### src/rtl/func_field_stage.sv
// Gates FUNC3/FUNC7 by the one-hot instruction-type code and holds the result in a 2-entry skid buffer.
// Optional macro FUNC_ONEHOT_CHECK_EN: flag and zero entries whose type code is not exactly one-hot.
module func_field_stage #(
  parameter int                 CODE_W  = 10,
  parameter int                 FUNC3_W = 3,
  parameter int                 FUNC7_W = 7,
  parameter logic [CODE_W-1:0]  F3_MASK = 10'b1010100100,
  parameter logic [CODE_W-1:0]  F7_MASK = 10'b0010100000
) (
  input  logic               CLK,
  input  logic               RESET,
  input  logic               FLUSH,
  input  logic               IN_VALID,
  output logic               IN_READY,
  input  logic [CODE_W-1:0]  CODE,
  input  logic [FUNC3_W-1:0] INSN_F3,
  input  logic [FUNC7_W-1:0] INSN_F7,
  output logic               OUT_VALID,
  input  logic               OUT_READY,
  output logic [FUNC3_W-1:0] FUNC3,
  output logic [FUNC7_W-1:0] FUNC7,
  output logic               CODE_ERR
);

  // state | meaning
  // EMPTY | no entry buffered, outputs held at 0
  // ONE   | main register valid and driving the outputs
  // TWO   | main and skid registers valid, upstream stalled
  typedef enum logic [1:0] {EMPTY = 2'd0, ONE = 2'd1, TWO = 2'd2} state_t;

  state_t             state_q;
  logic [FUNC3_W-1:0] main_f3_q, skid_f3_q;
  logic [FUNC7_W-1:0] main_f7_q, skid_f7_q;
  logic [FUNC3_W-1:0] in_f3_d;
  logic [FUNC7_W-1:0] in_f7_d;
  logic               in_xfer, out_xfer;

  assign IN_READY  = !RESET && (state_q != TWO);
  assign OUT_VALID = (state_q != EMPTY);
  assign in_xfer   = IN_VALID && IN_READY;
  assign out_xfer  = OUT_VALID && OUT_READY;
  assign FUNC3     = main_f3_q;
  assign FUNC7     = main_f7_q;

`ifdef FUNC_ONEHOT_CHECK_EN
  logic in_err_d;
  logic main_err_q, skid_err_q;

  assign in_err_d = !$onehot(CODE);
  assign in_f3_d  = (!in_err_d && ((CODE & F3_MASK) != '0)) ? INSN_F3 : '0;
  assign in_f7_d  = (!in_err_d && ((CODE & F7_MASK) != '0)) ? INSN_F7 : '0;
  assign CODE_ERR = main_err_q;

  // err travels alongside its entry; cleared whenever the slot empties
  always_ff @(posedge CLK) begin
    if (RESET || FLUSH) begin
      main_err_q <= 1'b0;
      skid_err_q <= 1'b0;
    end else begin
      case (state_q)
        EMPTY: if (in_xfer) main_err_q <= in_err_d;
        ONE: begin
          if (in_xfer && out_xfer) main_err_q <= in_err_d;
          else if (in_xfer)        skid_err_q <= in_err_d;
          else if (out_xfer)       main_err_q <= 1'b0;
        end
        TWO: if (out_xfer) begin
          main_err_q <= skid_err_q;
          skid_err_q <= 1'b0;
        end
        default: begin
          main_err_q <= 1'b0;
          skid_err_q <= 1'b0;
        end
      endcase
    end
  end
`else
  assign in_f3_d  = ((CODE & F3_MASK) != '0) ? INSN_F3 : '0;
  assign in_f7_d  = ((CODE & F7_MASK) != '0) ? INSN_F7 : '0;
  assign CODE_ERR = 1'b0;
`endif

  always_ff @(posedge CLK) begin
    if (RESET || FLUSH) begin
      state_q   <= EMPTY;
      main_f3_q <= '0;
      main_f7_q <= '0;
      skid_f3_q <= '0;
      skid_f7_q <= '0;
    end else begin
      case (state_q)
        EMPTY: begin
          if (in_xfer) begin
            main_f3_q <= in_f3_d;
            main_f7_q <= in_f7_d;
            state_q   <= ONE;
          end
        end
        ONE: begin
          if (in_xfer && out_xfer) begin
            main_f3_q <= in_f3_d;
            main_f7_q <= in_f7_d;
          end else if (in_xfer) begin
            skid_f3_q <= in_f3_d;
            skid_f7_q <= in_f7_d;
            state_q   <= TWO;
          end else if (out_xfer) begin
            main_f3_q <= '0;
            main_f7_q <= '0;
            state_q   <= EMPTY;
          end
        end
        TWO: begin
          if (out_xfer) begin
            main_f3_q <= skid_f3_q;
            main_f7_q <= skid_f7_q;
            skid_f3_q <= '0;
            skid_f7_q <= '0;
            state_q   <= ONE;
          end
        end
        default: begin
          state_q   <= EMPTY;
          main_f3_q <= '0;
          main_f7_q <= '0;
        end
      endcase
    end
  end

endmodule

### config.mk
export PLATFORM = sky130hd
export DESIGN_NAME = func_field_stage
export DESIGN_NICKNAME = d
export VERILOG_FILES = /design/src/rtl/func_field_stage.sv
export SDC_FILE = /design/constraint.sdc
export NUM_CORES = 1
export LEC_CHECK = 0
export BUFFER_PORTS_ARGS = -buffer_cell sky130_fd_sc_hd__buf_4
export CAP_MARGIN = 20
export CORE_ASPECT_RATIO = 1.5
export CORE_MARGIN = 10
export CORE_UTILIZATION = 43
export DETAILED_ROUTE_END_ITERATION = 6
export MAX_ROUTING_LAYER = met4
export PLACE_DENSITY = 0.76
export SLEW_MARGIN = 20
export SYNTH_ARGS = -nofsm -noshare
export SYNTH_HDL_FRONTEND = slang
export SYNTH_SLANG_ARGS = --single-unit
### constraint.sdc
create_clock -name CLK -period 1.5 [get_ports CLK]
set_clock_uncertainty 0.1 [all_clocks]
set_input_delay 0.225 -clock CLK [delete_from_list [all_inputs] [get_ports CLK]]
set_output_delay 0.225 -clock CLK [all_outputs]
set_load 0.05 [all_outputs]
-- After elaboration in Yosys (flattened, before gate mapping)
Index checks and enable logic that the tools add are counted.
- add/sub/neg operators: 0
- $mul: 0
- divide/modulo/power cells: 0
- $lt $le $gt $ge: 0
- equal/unequal tests: 10
- shifts and indexed selects: 0
- multiplexer cells: 24
- bitwise operators: 0
- reduce and logical (&&, ||, !) cells: 14
- operators by type and width (kind ; number):
    2-to-1 mux 7 bit ; 7
    2-to-1 mux 3 bit ; 7
    case mux 7 bit (3 select lines) ; 1
    nonzero test 10 bit ; 2
    case mux 7 bit (2 select lines) ; 1
    AND reduction 4 bit ; 3
    2-to-1 mux 2 bit ; 5
    inequality test 2 bit (second input constant) ; 5
    inequality test 3 bit (second input constant) ; 3
    case mux 3 bit (3 select lines) ; 1
    case mux 2 bit (3 select lines) ; 1
    case mux 3 bit (2 select lines) ; 1
    logical AND 1 bit ; 4
    nonzero test 2 bit ; 2
    == test 2 x 1 -> 1 bit (second input constant) ; 1
    == test 2 bit (second input constant) ; 1
    logical NOT 2 bit ; 1
    logical NOT 1 bit ; 1
    logical OR 1 bit ; 1
- register bits after elaboration: 22
- latch bits: 0
- bits in writable memories: 0
- ROM bits: 0
- input port bits: 25
- output and inout port bits: 13
- logic and storage cells: 53
- memories kept: 0

-- Logic depth before layout (Yosys ltp)
- depth in word-level cells: 6
- gate-level depth with buffers: 6
- mapped depth without buffers: 4

-- Least setup slack after synthesis
No wires, ideal clock.
- kind: reg-to-output
- from: register state_q[1]
- to: output IN_READY
- arrival time: 1423 ps
- required time: 1175 ps
- path slack: -248 ps
- cell stages (with the launch flop): 5
- buffers on the path: 2
- cells stage by stage: dfxtp_1 buf_2 nor2b_1 buf_2 nor2_1
- word-level cells in the longest chain between the ends: 2
- ends and longest elaborated chain (item ; RTL line ; source):
    from (decl) ; 31 ; state_t state_q;
    from (signal assigned) ; 86 ; state_q <= EMPTY;
    from (signal assigned) ; 97 ; state_q <= ONE;
    from (signal assigned) ; 107 ; state_q <= TWO;
    inequality test 2 bit ; 38 ; assign IN_READY = !RESET && (state_q != TWO);
    logical AND 1 bit ; 38 ;
    to (decl) ; 14 ; output logic IN_READY,
Every way passes these cells.

-- Worst setup path after layout
- from: register state_q[0]
- to: output OUT_VALID
- word-level cells in the longest chain between the ends: 1
- ends and longest elaborated chain (item ; RTL line ; source):
    nonzero test 2 bit ; 39 ; assign OUT_VALID = (state_q != EMPTY);
    to (decl) ; 18 ; output logic OUT_VALID,
Every way passes these cells.

==> results.cfg <==
[grt]
track_usage_pct = 12.0
grt_pass1_vias = 1051
grt_pass1_wl_um = 4620
antenna_found_initial = 0
grt_overflow = 0
grt_max_degree = 13

[sta]
period_minus_slack_ps = 1520
rsz0062_at_grt = true
fin_setup_tns_ps = -40.6
slew_viol_final = 0
final-hold-violation-count = 0
finalSetupViolCount = 2
fin_ws_ps = -24.9
fmax_mhz = 656
min_period_over_period_pct = 102

[die]
die_x_um = 59.9
die_h_um = 79.9
rows = 21
dieArea_mm2 = 0.00478
core_area_mm2 = 0.00226
ios = 38
start_util_pct = 45.5

[route]
avgRoutedWirePerCell_um = 17.2
totalWireLength_um = 3060
vias_per_cell = 5.69
drt_iter0_markers = 29
first_pass_iters = 4
vias = 1012
remaining_drc_errors = 0
ant_nets = 0

[final_layout]
multi_input_area_um2 = 678
regArea_um2 = 448
fin_cells = 178
num_antenna_cells = 0
fill_cells = 167
drive_above_1_share_pct = 49.0
nets = 181
final_util_pct = 69.7
area_delta_synth_final_pct = 53.2

[logic_synthesis]
yosys.area_share.simple_pct = 21.1
synth-compound-area-share_pct = 28.4
yosysUniqueCellTypes = 27
synth-seq-area-share_pct = 42.9
yosysWarnings = 0
synthMuxAreaShare_pct = 2.92
synth_nets = 137
synth_top_area_share_pct = 42.9
synth_cells = 112
synth_ff_type = dfxtp_1
synth_xor_area_share_pct = 0
synth_fa_ha_area_share_pct = 0
ys_ff_latch = 22
synth_top_family_by_area = compound AO/OA/AOI/OAI gates
syn_area_per_cell_um2 = 9.17
synth_top_area_cell = dfxtp_1
synth_area_leaders = dfxtp_1 (43%), a22o_1 (14%), a21oi_1 (5.8%), nand3_1 (4.9%), nand2_1 (4.0%)
async_reset_ff_share_pct = 0
syn-cell-area_mm2 = 0.00103
synth_edf_count = 0

[worst_setup_path]
r2r_start = state_q[0]
crit_slowest_cell = dfxtp_4
timing.rr.end = FUNC3[0]
worstPathMaxFanout = 4
critPathRequiredTime_ps = 1170
end_kind = output pin
worst-path-buf-inv = 2
max_stage_delay_ps = 380
rrSetupSlack_ps = 30
cp_top_family = flip-flops
start_kind = flop
cp.arrival_ps = 1200
crit_start = state_q[0]
path_cells = buf_6, or2_4, buf_8
rr_worst_depth = 5
worstSetupPathType = reg -> out

[clock_tree]
clock_latency_ps = 290
htree_num_levels = 1
clock_path_buffers = 2
cts_tree = yes
ctsRootBufferMaster = clkbuf_4
clkSinkCount = 22
cts-buffers-inserted = 3
cts.clk_slew.worst_paths_ps = 120

[min_path]
hold_path_class = in -> reg
min-delay-start = INSN_F3[0]
min_path_cells = 3
min_to = skid_f3_q[0]

[power_and_ir_drop]
leakage_nw = 0.640
ir_worst_vdd_uv = 405
powerDensity_mw_per_mm2 = 758
total_power_w = 0.00119

[job]
drv_cap = 0

[placed_design]
place.gp.congestion = 0.718
hpwl_um = 2140
io_buffers = 30
place_inst = 168
preCtsSetupSlack_ps = -135

[run_status]
violations = setup timing
status = finished, violations left
-- per-layer routing --
metal	track usage [%]	part of all wire, %	routed length, µm
met2	20.9	55	1700
met1	12.4	36	1090
met5	-	0	0
met3	3.98	7.1	218
met4	3.38	1.8	55
-- registers in the layout, indices dropped and copies added, names as in the netlist --
| register | flops |
|---|---|
| skid_f3_q | 3 |
| FUNC3 | 3 |
| FUNC7 | 7 |
| skid_f7_q | 7 |
| state_q | 2 |
-- power by group --
group	switching, W	internal [W]
logic	0.000151	0.000126
clock network	0.000169	0.000148
registers	0.00000760	0.000593
total	0.000327	0.000867
-- Yosys cell counts, types with 2 or more instances --
| cell type | instances |
|---|---|
| dfxtp_1 | 22 |
| a32o_1 | 3 |
| a21oi_1 | 12 |
| clkbuf_1 | 2 |
| nor2_1 | 5 |
| or2_1 | 2 |
| nand2_1 | 11 |
| nand3_1 | 10 |
| buf_2 | 6 |
| a22o_1 | 17 |
| mux2i_1 | 3 |
| nor2b_1 | 4 |
-- cells in the final DEF, fill, tap and decap left out, drive strengths merged, types with 2 or more instances in the layout --
cell type  netlist  final
nand2b           2      2
a22o            17     17
dfxtp           22     22
nand3           10     10
or2              2      2
a32o             3      3
mux2i            3      3
buf              7     46
clkbuf           2      4
nand2           11     11
nor2b            4      5
nor2             6      7
a21oi           13     13
-- kinds of logic after synthesis --
kind of cell,Yosys count
buffers and inverters,9
flip-flops,22
AO/OA/AOI/OAI,37
AND/OR/NAND/NOR,40
multiplexers,3
other,1
-- what timing repair did --
item	4_1_cts	5_1_grt
setup buffers	2	3
endpoints found under the setup margin	12	22
hold buffers	0	0
gates cloned	0	2
pin swaps	1	21
gates resized for setup	13	26
-- worst min-delay path, delay by kind of cell --
kind / cells / cell delay [ps]
AO/OA/AOI/OAI: 1 / 50
buffers and inverters: 1 / 120
AND/OR/NAND/NOR: 1 / 50
-- through the flow --
step | hold WS, ps | cell area [µm²]
after floorplan | 277 | 1040
after global placement | 338 | 1340
after detailed placement | 349 | 1340
after CTS | 65.7 | 1430
after global routing | 71.3 | 1570
final | 80.1 | 1570
-- area by class of cell --
class	instances	share of cell area, %
multi-input combinational	83	43.1
sequential	22	28.5
timing repair buffer	46	24.3
clock buffer	4	2.31
tap	23	1.83
-- worst max path at each step --
stage / endpoint / depth (start not counted) / slack [ps]
floorplan: IN_READY / 4 / -20
global placement: FUNC7[0] / 4 / -70
detailed placement: FUNC7[0] / 4 / -130
CTS: OUT_VALID / 3 / -50
global route: IN_READY / 5 / -70
finish: OUT_VALID / 3 / -20
Power figures use the tool's default switching activity.
